**config.mk**
```make
export PLATFORM = sky130hd
export DESIGN_NAME = data_access_unit_flat
export DESIGN_NICKNAME = d
export VERILOG_FILES = /design/src/rtl/data_access_unit_if.sv /design/src/rtl/data_access_unit.sv /design/src/flat_wrapper.sv
export SDC_FILE = /design/constraint.sdc
export NUM_CORES = 1
export LEC_CHECK = 0
export ABC_AREA = 0
export BUFFER_PORTS_ARGS = -buffer_cell sky130_fd_sc_hd__buf_2
export CAP_MARGIN = 15
export CORE_AREA = 2 2 176 178
export CTS_CLUSTER_SIZE = 25
export DETAILED_ROUTE_END_ITERATION = 8
export DIE_AREA = 0 0 178 180
export PLACE_DENSITY = 0.73
export SYNTH_ARGS = -nofsm -noshare
export SYNTH_HDL_FRONTEND = slang
export SYNTH_SLANG_ARGS = --single-unit
```
**constraint.sdc**
```tcl
create_clock -name clk -period 24.6 [get_ports clk]
set_input_delay 2.46 -clock clk [delete_from_list [all_inputs] [get_ports clk]]
set_output_delay 2.46 -clock clk [all_outputs]
set_load 0.01 [all_outputs]
```
**src/rtl/data_access_unit_if.sv**
```systemverilog
// Bus bundle between the M stage, the data memory and the data access unit.
// The slave modport is the access unit; the master modport is whoever drives the pipeline/memory side.
interface data_access_unit_if #(
   parameter int N = 32,
   parameter int V = 4,
   parameter int A = 32
);
   logic           MemReadM;
   logic           MemWriteM;
   logic           VecM;
   logic [A-1:0]   AddrM;
   logic [N-1:0]   WriteDataM;
   logic [V*N-1:0] WriteDataVM;
   logic [A-1:0]   mem_addr;
   logic [N-1:0]   mem_wdata;
   logic           mem_we;
   logic [N-1:0]   mem_rdata;
   logic [N-1:0]   ReadDataM;
   logic [V*N-1:0] ReadDataVM;
   logic           BusyDA;
   logic           DoneDA;

   modport slave (
      input  MemReadM, MemWriteM, VecM, AddrM, WriteDataM, WriteDataVM, mem_rdata,
      output mem_addr, mem_wdata, mem_we, ReadDataM, ReadDataVM, BusyDA, DoneDA
   );

   modport master (
      output MemReadM, MemWriteM, VecM, AddrM, WriteDataM, WriteDataVM, mem_rdata,
      input  mem_addr, mem_wdata, mem_we, ReadDataM, ReadDataVM, BusyDA, DoneDA
   );
endinterface

```
**src/rtl/data_access_unit.sv**
```systemverilog
// Memory-stage data access controller: scalar accesses pass through, vector accesses
// are serialized into V word beats while BusyDA stalls the pipeline.
module data_access_unit #(
   parameter int N = 32,
   parameter int V = 4,
   parameter int A = 32
) (
   input logic              clk,
   input logic              rst,
   data_access_unit_if.slave bus
);
   localparam int BW  = N / 8;
   localparam int OFS = $clog2(BW);
   localparam int CW  = $clog2(V) + 1;

   typedef enum logic [2:0] {
      IDLE      = 3'd0,
      WRITE     = 3'd1,
      READ      = 3'd2,
      READ_LAST = 3'd3,
      DONE      = 3'd4
   } state_t;

   state_t         state_q;
   logic [CW-1:0]  cnt_q;
   logic [A-1:0]   base_q;
   logic [V*N-1:0] wdata_q;
   logic [V*N-1:0] rdvm_q;

   logic           vreq;
   logic [A-1:0]   base_d;
   logic [A-1:0]   beat_addr;
   logic [N-1:0]   lane_wdata;
   logic [A-1:0]   mem_addr_c;
   logic [N-1:0]   mem_wdata_c;
   logic           mem_we_c;
   logic           busy_c;
   logic           done_c;

   assign vreq      = bus.VecM & (bus.MemReadM | bus.MemWriteM);
   assign base_d    = bus.AddrM & ~A'(BW - 1);
   // Beat address wraps naturally in A bits.
   assign beat_addr = base_q + (A'(cnt_q) << OFS);

   // Select the captured store lane addressed by the beat counter.
   always_comb begin
      lane_wdata = {N{1'b0}};
      for (int k = 0; k < V; k++) begin
         lane_wdata = (cnt_q == CW'(k)) ? wdata_q[k*N +: N] : lane_wdata;
      end
   end

   // Memory-side and handshake outputs; the scalar path and beat 0 must be same-cycle.
   always_comb begin
      mem_addr_c  = {A{1'b0}};
      mem_wdata_c = {N{1'b0}};
      mem_we_c    = 1'b0;
      busy_c      = 1'b0;
      done_c      = 1'b0;
      if (rst) begin
         busy_c = 1'b0;
      end else begin
         case (state_q)
            IDLE: begin
               if (vreq) begin
                  busy_c      = 1'b1;
                  mem_addr_c  = base_d;
                  mem_we_c    = bus.MemWriteM;
                  mem_wdata_c = bus.WriteDataVM[N-1:0];
               end else begin
                  mem_addr_c  = bus.AddrM;
                  mem_wdata_c = bus.WriteDataM;
                  mem_we_c    = bus.MemWriteM & ~bus.VecM;
               end
            end
            WRITE: begin
               busy_c      = 1'b1;
               mem_addr_c  = beat_addr;
               mem_wdata_c = lane_wdata;
               mem_we_c    = 1'b1;
            end
            READ: begin
               busy_c     = 1'b1;
               mem_addr_c = beat_addr;
            end
            READ_LAST: busy_c = 1'b1;
            DONE:      done_c = 1'b1;
            default:   busy_c = 1'b0;
         endcase
      end
   end

   // Sequencer: captures the request in IDLE, then walks the beats.
   always_ff @(posedge clk or posedge rst) begin
      if (rst) begin
         state_q <= IDLE;
         cnt_q   <= {CW{1'b0}};
         base_q  <= {A{1'b0}};
         wdata_q <= {(V*N){1'b0}};
         rdvm_q  <= {(V*N){1'b0}};
      end else begin
         case (state_q)
            IDLE: begin
               if (vreq) begin
                  base_q  <= base_d;
                  wdata_q <= bus.WriteDataVM;
                  cnt_q   <= CW'(1);
                  state_q <= bus.MemWriteM ? WRITE : READ;
               end else begin
                  state_q <= IDLE;
               end
            end
            WRITE: begin
               if (cnt_q == CW'(V - 1)) begin
                  cnt_q   <= {CW{1'b0}};
                  state_q <= DONE;
               end else begin
                  cnt_q   <= cnt_q + CW'(1);
               end
            end
            READ: begin
               // Data for beat k-1 arrives while beat k is issued.
               for (int k = 0; k < V - 1; k++) begin
                  if (cnt_q == CW'(k + 1)) begin
                     rdvm_q[k*N +: N] <= bus.mem_rdata;
                  end
               end
               if (cnt_q == CW'(V - 1)) begin
                  cnt_q   <= {CW{1'b0}};
                  state_q <= READ_LAST;
               end else begin
                  cnt_q   <= cnt_q + CW'(1);
               end
            end
            READ_LAST: begin
               rdvm_q[(V-1)*N +: N] <= bus.mem_rdata;
               state_q              <= DONE;
            end
            DONE:    state_q <= IDLE;
            default: state_q <= IDLE;
         endcase
      end
   end

   assign bus.mem_addr   = mem_addr_c;
   assign bus.mem_wdata  = mem_wdata_c;
   assign bus.mem_we     = mem_we_c;
   assign bus.BusyDA     = busy_c;
   assign bus.DoneDA     = done_c;
   assign bus.ReadDataM  = bus.mem_rdata;
   assign bus.ReadDataVM = rdvm_q;
endmodule

```
**src/flat_wrapper.sv**
```systemverilog
// flat-port wrapper written by rule: the top's interface ports become plain ports
module data_access_unit_flat 
#(
   parameter int N = 32,
   parameter int V = 4,
   parameter int A = 32
)
  (clk, rst, bus_MemReadM, bus_MemWriteM, bus_VecM, bus_AddrM, bus_WriteDataM, bus_WriteDataVM, bus_mem_rdata, bus_mem_addr, bus_mem_wdata, bus_mem_we, bus_ReadDataM, bus_ReadDataVM, bus_BusyDA, bus_DoneDA);
  data_access_unit_if #(.N(N), .V(V), .A(A)) bus_i ();
  input logic clk;
  input logic rst;
  input wire logic [$bits(bus_i.MemReadM)-1:0] bus_MemReadM;
  input wire logic [$bits(bus_i.MemWriteM)-1:0] bus_MemWriteM;
  input wire logic [$bits(bus_i.VecM)-1:0] bus_VecM;
  input wire logic [$bits(bus_i.AddrM)-1:0] bus_AddrM;
  input wire logic [$bits(bus_i.WriteDataM)-1:0] bus_WriteDataM;
  input wire logic [$bits(bus_i.WriteDataVM)-1:0] bus_WriteDataVM;
  input wire logic [$bits(bus_i.mem_rdata)-1:0] bus_mem_rdata;
  output wire logic [$bits(bus_i.mem_addr)-1:0] bus_mem_addr;
  output wire logic [$bits(bus_i.mem_wdata)-1:0] bus_mem_wdata;
  output wire logic [$bits(bus_i.mem_we)-1:0] bus_mem_we;
  output wire logic [$bits(bus_i.ReadDataM)-1:0] bus_ReadDataM;
  output wire logic [$bits(bus_i.ReadDataVM)-1:0] bus_ReadDataVM;
  output wire logic [$bits(bus_i.BusyDA)-1:0] bus_BusyDA;
  output wire logic [$bits(bus_i.DoneDA)-1:0] bus_DoneDA;
  assign bus_i.MemReadM = bus_MemReadM;
  assign bus_i.MemWriteM = bus_MemWriteM;
  assign bus_i.VecM = bus_VecM;
  assign bus_i.AddrM = bus_AddrM;
  assign bus_i.WriteDataM = bus_WriteDataM;
  assign bus_i.WriteDataVM = bus_WriteDataVM;
  assign bus_i.mem_rdata = bus_mem_rdata;
  assign bus_mem_addr = bus_i.mem_addr;
  assign bus_mem_wdata = bus_i.mem_wdata;
  assign bus_mem_we = bus_i.mem_we;
  assign bus_ReadDataM = bus_i.ReadDataM;
  assign bus_ReadDataVM = bus_i.ReadDataVM;
  assign bus_BusyDA = bus_i.BusyDA;
  assign bus_DoneDA = bus_i.DoneDA;
  data_access_unit #(.N(N), .V(V), .A(A)) u_core (.clk(clk), .rst(rst), .bus(bus_i));
endmodule
```
==> results of run 1 <==
-- worst paths after layout --
check	endpoint	slack, ns	cells after the start
setup reg to reg	u_core.wdata_q[14]	21.56	3
min in group asynchronous	u_core.base_q[25]	2.19	2
hold reg to reg	u_core.wdata_q[84]	0.48	1
hold / removal	u_core.wdata_q[84]	0.48	1
max in group asynchronous	u_core.wdata_q[81]	20.90	3
setup / recovery	bus_mem_addr[18]	17.57	5
-- logic make-up after synthesis --
group / synth area share (%)
xor+xnor: 1.80
flops: 53.6
simple gates: 6.50
fa+ha+maj: 0.789
mux: 25.8
buf+inv: 4.30
compound gates: 7.25
-- stage by stage --
| step | total power, mW | std cells | worst slack, ns | util, % |
|---|---|---|---|---|
| 6_report | 2.26 | 1916 | 17.57 | 56.6 |
| 5_1_grt | 2.41 | 1914 | 17.21 | 56.6 |
| 4_1_cts | 2.28 | 1910 | 17.51 | 56.6 |
| 3_5_place_dp | 1.79 | 1853 | 17.51 | 53.0 |
| 3_3_place_gp | 1.76 | 1853 | 17.61 | 53.0 |
| 2_1_floorplan | 1.45 | 1085 | 11.96 | - |
-- flip-flops by register name (all words and copies together), names as in the netlist --
signal,flops
u_core.base_q,30
u_core.cnt_q,3
u_core.wdata_q,128
u_core.bus.ReadDataVM,128
u_core.state_q,3
-- report_power, final --
part | internal (mW) | total (mW) | switching (mW)
sequential | 0.728 | 0.876 | 0.148
clock | 0.290 | 0.481 | 0.191
combinational | 0.436 | 0.907 | 0.472
-- layout make-up --
type                    count  area (µm²)
well taps                 396         495
multi-input cells         688        5770
inverters                   8        37.5
clock buffers              48         970
clock inverters             9         103
repair buffers            470        2400
flip-flops and latches    292        7310
diodes                      5        12.5
fillers                  2534       13100
-- synthesized netlist by cell type, types with 16 or more instances --
cell / instances
buf_2: 22
dfrtp_1: 292
nor2_1: 31
mux2_1: 85
xnor2_1: 16
mux2_2: 201
o221ai_1: 27
a22oi_1: 35
o21ai_0: 60
clkbuf_1: 19
buf_4: 40
nand2_1: 105
mux2i_1: 29
-- worst reg2reg max path: stages (launching register included) --
cell and delay, ns:
dfrtp_1 0.54, nor4_4 1.01, buf_4 0.91, mux2_2 0.48
-- per-layer routing --
| layer | vias up | track usage [%] |
|---|---|---|
| met1 | 5179 | 30.3 |
| met2 | 383 | 40.0 |
| li1 | 4676 | - |
| met5 | - | 0 |
| met3 | 76 | 5.05 |
| met4 | 4 | 7.28 |
==> run_results.csv, run 1 <==
group,metric,value,unit
synth,ys_types,49,
critical_path,crit_path_start_kind,"input pin",
job,cap_violations,0,
place,hpwl,27200,µm
place,port_buffers,455,
synth,synth_ff_type,"dfrtp_1",
place,place_area,16000,µm²
final_layout,drive_above_1_share,48.8,%
routing,postRouteAntennaNets,0,
timing,finalCriticalPeriod,7.03,ns
synth,async_reset_ff_share,100,%
critical_path,rr_startpoint,"u_core.state_q[1]",
clocking,clock_latency,0.56,ns
routing,drtIter0Drc,622,
clocking,cts.path.max_buffers,3,
critical_path,crit_top_cell,"buf_2",
synth,synth.top_cell.area_share,53.6,%
routing,met3_length,2630,µm
floorplan,start_util,45.2,%
critical_path,critical-path-slowest-cell,"nand2_1",
synth,ys_seq_elements,292,
routing,drc,0,
status,outcome,"completed",
timing,period_share,28.6,%
timing,fin_tns_setup,0,ns
clocking,cts_buffers,31,
final_layout,finish.net_count,1728,
timing,holdWs,0.480,ns
final_layout,fin_area,17100,µm²
critical_path,worstSetupStartpoint,"rst",
synth,synth_edf_count,0,
critical_path,end_kind,"output port",
critical_path,crit_fanout,127,
final_layout,final_cell_mix,"buf_2, dfrtp_1, mux2_2",
synth,syn_avg_cell_area,12.6,µm²
clocking,ctsRootBufferMaster,"clkbuf_16",
timing,fin_skew,0.0119,ns
floorplan,rows,64,
timing,hold_viol_final,0,
clocking,htree_levels,1,
hold_path,hp-class,"reg2reg",
critical_path,slowest_delay,0.70,ns
synth,syn_area,13600,µm²
routing,top_layer,"met5",
routing,wire_per_inst,20.1,µm
critical_path,arrival,4.57,ns
clocking,post_cts_resized,0,
clocking,clk_pin_slew,0.06,ns
power_and_ir_drop,ir_drop,0.0995,mV
clocking,ctsHoldBuffers,0,
grt,grt_remaining_overflow,0,
critical_path,cp_top_family,"buffers and inverters",
routing,vias_per_cell,5.39,
synth,synth_cells,1085,
synth,synth_warnings,0,
power_and_ir_drop,p_per_area,132,nW/µm²
floorplan,die_h,180,µm
synth,seq_area_frac_synth,53.6,%
timing,worstMarginPinSlew,1.08,ns
floorplan,die_x,178,µm
synth,synth.area.top_cells,"dfrtp_1, mux2_2, mux2_1",
synth,synth_top_area_cell,"dfrtp_1",
routing,drtPass1Iterations,5,
power_and_ir_drop,power.leakage,8.07,nW
synth,synth_fp_nets,1322,
floorplan,ios,456,
clocking,postCtsSetupBuffers,0,
clocking,cts_tree,"done",
grt,grt_max_degree,170,
grt,antenna_found_initial,7,
grt,grt_pass1_vias,10621,
routing,dr_wl_met2,18600,µm
timing,setup_violations,0,
timing,fmax,0.142,GHz
critical_path,worst_ep_required_time,22.14,ns
critical_path,cp_cell_sequence,"buf_2 -> inv_8 -> nand2_1 -> o21ai_0 -> buf_2",
hold_path,hold_start,"u_core.wdata_q[84]",
timing,rsz0062_at_grt,"false",
routing,routed_wl,38600,µm
timing,report.final.slew_viol_count,0,
grt,grtUsageTotal,23.6,%
clocking,clock_sinks,292,
floorplan,die_area,32000,µm²
routing,wl_met1,16100,µm
place,place_congestion,0.897,
floorplan,coreArea,30200,µm²
final_layout,synthToLayoutAreaGrowth,25.4,%
timing,slew-limit-headroom,27.4,%
critical_path,path_class,"in2out",
grt,grt_pass1_wl,59600,µm
routing,vias,10318,
final_layout,final_common_cell,"buf_2",
critical_path,path_buf_inv,3,
(Power assumes the default switching activity.)
==> run 2: changes to the inputs <==
--- a/config.mk
+++ b/config.mk
@@ -8,11 +8,11 @@
 export ABC_AREA = 0
 export BUFFER_PORTS_ARGS = -buffer_cell sky130_fd_sc_hd__buf_2
 export CAP_MARGIN = 15
-export CORE_AREA = 2 2 176 178
+export CORE_MARGIN = 2
+export CORE_UTILIZATION = 46
 export CTS_CLUSTER_SIZE = 25
 export DETAILED_ROUTE_END_ITERATION = 8
-export DIE_AREA = 0 0 178 180
-export PLACE_DENSITY = 0.73
+export PLACE_DENSITY = 0.77
 export SYNTH_ARGS = -nofsm -noshare
 export SYNTH_HDL_FRONTEND = slang
 export SYNTH_SLANG_ARGS = --single-unit
==> constraint.sdc (replaced) <==
create_clock -name clk -period 6.2 [get_ports clk]
set_input_delay 0.62 -clock clk [delete_from_list [all_inputs] [get_ports clk]]
set_output_delay 0.62 -clock clk [all_outputs]
set_load 0.01 [all_outputs]
==> run 2 against run 1 <==
Effect of this change:
- sequential share of layout area down 0.34 points
- cell area increased by 0.79%
- first-iteration DRC count up 13%
- global-route usage fell by 0.095 points
- non-clock buffer count up 2
- clock skew increased by 0.012 ns
- largest cell class unchanged
- largest power group unchanged
==> run_results.csv, run 2 (synthesized netlist as in run 1, its figures left out) <==
group,metric,value,unit
critical_path,rr_endpoint,"u_core.bus.ReadDataVM[49]",
timing,fin_skew,0.0235,ns
place,port_buffers,455,
final_layout,synthToLayoutAreaGrowth,26.4,%
final_layout,multi_input_area,5780,µm²
routing,wire_per_inst,19.6,µm
clocking,cts_buffers,34,
power_and_ir_drop,power.leakage,8.12,nW
timing,fmax,0.288,GHz
final_layout,drive_above_1_share,48.9,%
clocking,ctsRootBufferMaster,"clkbuf_16",
critical_path,arrival,2.85,ns
floorplan,coreArea,29400,µm²
clocking,cts.path.max_buffers,3,
grt,grtUsageTotal,23.5,%
final_layout,fillers,2424,
timing,hold_viol_final,0,
power_and_ir_drop,ir_drop,0.324,mV
floorplan,die_area,31000,µm²
floorplan,rows,63,
critical_path,crit_path_start_kind,"flip-flop",
clocking,htree_levels,2,
clocking,cts_tree,"done",
routing,drtPass1Iterations,5,
hold_path,hold_depth,2,
clocking,clock_sinks,292,
timing,finalCriticalPeriod,3.47,ns
grt,grt_max_degree,162,
hold_path,hold_start,"bus_WriteDataVM[38]",
clocking,ctsHoldBuffers,0,
critical_path,rrSetupSlack,3.44,ns
floorplan,start_util,46.4,%
place,place_congestion,0.908,
final_layout,final_common_cell,"buf_2",
job,cap_violations,0,
critical_path,end_kind,"output port",
final_layout,final_cell_mix,"buf_2, dfrtp_1, mux2_2",
clocking,clk_pin_slew,0.06,ns
critical_path,r2r.worst_path.cells,6,
grt,grt_pass1_wl,57300,µm
final_layout,seq_area,7310,µm²
clocking,postCtsSetupBuffers,0,
critical_path,worst_ep_required_time,5.58,ns
timing,period_share,56.0,%
routing,vias_per_cell,5.41,
floorplan,die_h,176,µm
power_and_ir_drop,p_per_area,528,nW/µm²
routing,drc,0,
status,outcome,"completed",
grt,antenna_found_initial,12,
place,hpwl,26900,µm
final_layout,fin_cells,1922,
hold_path,hp-class,"in2reg",
timing,setup_violations,0,
timing,slew-limit-headroom,26.0,%
timing,fin_tns_setup,0,ns
critical_path,path_class,"reg2out",
routing,postRouteAntennaNets,0,
clocking,clock_latency,0.51,ns
critical_path,crit_fanout,10,
final_layout,postLayoutCoreUtil,58.6,%
floorplan,die_x,176,µm
floorplan,ios,456,
timing,rsz0062_at_grt,"false",
critical_path,rr_startpoint,"u_core.cnt_q[0]",
routing,drtIter0Drc,701,
timing,worstMarginPinSlew,1.11,ns
grt,grt_remaining_overflow,0,
routing,routed_wl,37600,µm
final_layout,finish.net_count,1733,
timing,report.final.slew_viol_count,0,
grt,grt_pass1_vias,10534,
clocking,post_cts_resized,0,
place,place_inst,1849,
routing,vias,10397,
hold_path,min_to,"u_core.wdata_q[38]",
[run 2: changes by cell type in the layout (fill, tap and decap cells not counted), moves of 2 or more]
| cell | delta |
|---|---|
| clkinvlp_4 | +2 |
| clkbuf_16 | +3 |
| diode_2 | +6 |
| clkinv_2 | -2 |
| inv_6 | +2 |
| buf_4 | +2 |
[run 2: worst max-delay path: stages (launching register included)]
cell and delay, ns:
dfrtp_1 0.48, ha_1 0.38, a21oi_1 0.11, a211oi_2 0.67
nand4_1 0.22, xor2_1 0.19, o21ai_0 0.14, buf_2 0.16
[run 2: layout make-up]
type	count	area share [%]
clock buffer	51	6.00
antenna	11	0.160
multi-input combinational	688	33.5
sequential	292	42.4
inverter	8	0.196
tap	390	2.83
clock inverter	10	0.726
timing repair buffer	472	14.1
[run 2: how the worst max path moves through the flow]
stage,start,end,slack [ns],cells after the start
after floorplan,rst,bus_mem_addr[11],-0.61,5
after global routing,u_core.state_q[0],bus_mem_addr[9],2.52,5
after detailed placement,rst,bus_mem_wdata[31],3.19,5
final,u_core.cnt_q[2],bus_mem_addr[23],2.73,7
after global placement,rst,bus_mem_wdata[31],3.21,5
after CTS,u_core.cnt_q[2],bus_mem_addr[31],2.71,7
[run 2: per-stage QoR]
stage                     power [mW]  area (µm²)  worst slack (ns)  hold WS (ns)
after global placement          6.93       16000              3.21         0.464
after global routing            9.65       17200              2.52         0.314
after CTS                       9.14       17200              2.71         0.311
after floorplan                 5.76       13700            -0.611         0.453
after detailed placement        7.07       16000              3.19         0.469
final                           9.09       17200              2.73         0.328
[run 2: report_power, final]
part | internal (mW) | switching, mW
registers | 2.89 | 0.598
clock network | 1.24 | 0.786
logic | 1.74 | 1.84
total | 5.87 | 3.22
[run 2: routing by layer]
layer	wire, µm	vias up	track usage [%]
li1	-	4721	-
met4	1480	2	12.0
met1	14400	5175	28.2
met5	13	-	0
met3	2540	97	5.30
met2	19200	402	39.9
==> run 3: changes to the inputs <==
==> constraint.sdc (replaced) <==
create_clock -name clk -period 2.85 [get_ports clk]
set_input_delay 0.285 -clock clk [delete_from_list [all_inputs] [get_ports clk]]
set_output_delay 0.285 -clock clk [all_outputs]
set_load 0.01 [all_outputs]
==> run 3 against run 2 <==
Effect of this change:
- setup slack got worse by 2.7 ns
- non-clock buffer count rose by 80
- via count rose by 3.8%
- clock skew fell by 0.0071 ns
- sequential power rose by 120%
- global-route usage rose by 0.99 points
- largest power group unchanged
- largest cell class unchanged
- critical path type unchanged
==> run_results.csv, run 3 (synthesized netlist as in run 1, its figures left out) <==
group,metric,value,unit
critical_path,critical-path-slowest-cell,"a2111o_1",
routing,postRouteAntennaNets,0,
grt,grt_remaining_overflow,0,
floorplan,ios,456,
power_and_ir_drop,p_seq_share,37.3,%
final_layout,finish.net_count,1816,
critical_path,arrival,2.56,ns
critical_path,path_class,"reg2out",
final_layout,multi_input_area,5890,µm²
critical_path,slowest_delay,0.45,ns
critical_path,cp_top_family,"compound AO/OA/AOI/OAI gates",
status,outcome,"completed",
place,port_buffers,455,
hold_path,hp-class,"in2reg",
power_and_ir_drop,p_clk_share,20.9,%
timing,period_share,99.9,%
clocking,cts_buffers,34,
power_and_ir_drop,total_power,20.2,mW
clocking,clk_pin_slew,0.05,ns
grt,antenna_found_initial,7,
power_and_ir_drop,ir_drop,0.621,mV
floorplan,die_h,176,µm
timing,finalCriticalPeriod,2.85,ns
final_layout,final_cell_mix,"buf_2, dfrtp_1, mux2_2",
power_and_ir_drop,p_per_area,1110,nW/µm²
timing,hold_viol_final,0,
timing,fmax,0.351,GHz
routing,wire_per_inst,20.0,µm
floorplan,start_util,46.4,%
grt,grtUsageTotal,24.5,%
clocking,htree_levels,2,
routing,vias_per_cell,5.40,
floorplan,coreArea,29400,µm²
routing,vias,10788,
floorplan,die_x,176,µm
grt,grt_max_degree,158,
timing,setup_violations,0,
critical_path,worst_ep_required_time,2.57,ns
final_layout,fillers,2273,
clocking,cts.path.max_buffers,3,
routing,drtIter0Drc,525,
routing,drc,0,
clocking,clock_sinks,292,
power_and_ir_drop,combPwrFrac,41.7,%
floorplan,rows,63,
critical_path,path_buf_inv,2,
final_layout,seq_area,7310,µm²
power_and_ir_drop,switchingPower,7.18,mW
final_layout,drive_above_1_share,48.8,%
timing,fin_skew,0.0164,ns
routing,routed_wl,39900,µm
job,cap_violations,0,
critical_path,crit_path_start_kind,"flip-flop",
power_and_ir_drop,swShare,35.6,%
critical_path,cp_cell_sequence,"ha_2 -> inv_2 -> fa_2 -> nand2b_4 -> a2111o_1 -> nor2_2 -> xnor2_1 -> o21ai_1 -> buf_2",
clocking,ctsRootBufferMaster,"clkbuf_16",
routing,drtPass1Iterations,5,
place,hpwl,27000,µm
place,place_ws,0.260,ns
floorplan,die_area,31000,µm²
place,place_congestion,0.841,
final_layout,final_common_cell,"buf_2",
grt,grt_pass1_wl,60000,µm
power_and_ir_drop,intPower,13.0,mW
timing,report.final.slew_viol_count,0,
grt,grt_pass1_vias,11118,
critical_path,crit_fanout,4,
timing,slew-limit-headroom,38.9,%
timing,worst_slack,0.00355,ns
timing,worstMarginPinSlew,0.916,ns
critical_path,end_kind,"output port",
power_and_ir_drop,power.leakage,8.49,nW
clocking,cts_tree,"done",
clocking,clock_latency,0.50,ns
final_layout,synthToLayoutAreaGrowth,33.0,%
timing,rsz0062_at_grt,"true",
run 3: cell count changes in the layout (fill, tap and decap cells not counted), sizes merged:
cell	previous run	this run
inv	10	8
diode	11	7
buf	472	495
clkinv	4	2
bufinv	2	1
dlygate4sd3	0	57
clkbuf	51	52
or3	2	5
run 3: power groups by stage:
stage	clock network, mW	logic (mW)	registers, mW
finish	4.23	8.42	7.54
global route	4.49	9.12	7.78
CTS	4.31	8.25	7.49
detailed placement	0	7.99	7.53
global placement	0	7.79	7.40
floorplan	0	4.75	7.75
run 3: layout make-up:
| type | count | area share (%) |
|---|---|---|
| antenna | 7 | 0.0966 |
| clock buffer | 52 | 5.68 |
| clock inverter | 5 | 0.331 |
| inverter | 8 | 0.186 |
| multi-input combinational | 691 | 32.5 |
| sequential | 292 | 40.3 |
| tap | 390 | 2.69 |
| timing repair buffer | 552 | 18.2 |
run 3: routing by layer:
layer	wire, µm	track usage [%]	part of all wire, %	vias to the layer above
met3	3130	6.03	7.8	99
met2	19700	42.1	49	450
met1	15800	29.6	40	5372
met5	13	0	0.033	-
li1	-	-	-	4865
met4	1280	9.81	3.2	2
run 3: final timing paths:
check                                    start                   endpoint  slack [ns]  depth (start not counted)
max                            u_core.cnt_q[0]           bus_mem_addr[20]       0.004                          9
min                        bus_WriteDataVM[46]         u_core.wdata_q[46]        0.02                          2
max reg2reg                    u_core.cnt_q[1]  u_core.bus.ReadDataVM[57]        0.54                          7
min reg2reg                 u_core.wdata_q[87]         u_core.wdata_q[87]        0.48                          1
max in group asynchronous                  rst         u_core.wdata_q[55]        1.20                          5
min in group asynchronous                  rst          u_core.state_q[1]        0.51                          4
run 3: stage by stage:
step | instances | setup TNS [ns] | hold slack, ns | cell area [µm²] | util, %
5_1_grt | 1993 | -1.51 | -0.00748 | 18100 | 61.6
3_5_place_dp | 1863 | 0 | 0.422 | 16200 | 55.2
6_report | 1997 | 0 | 0.0150 | 18100 | 61.6
2_1_floorplan | 1085 | -519.96 | 0.402 | 13700 | -
4_1_cts | 1982 | -0.00746 | 0.000319 | 18000 | 61.1
3_3_place_gp | 1863 | 0 | 0.429 | 16200 | 55.2
run 3: repair_timing:
action / 4_1_cts / 5_1_grt
gates cloned: 2 / 4
hold endpoints to repair: 58 / 1
resized for setup: 13 / 38
pin swaps: 3 / 7
setup buffers: 4 / 3
hold buffers: 56 / 1
setup endpoints to repair: 31 / 47
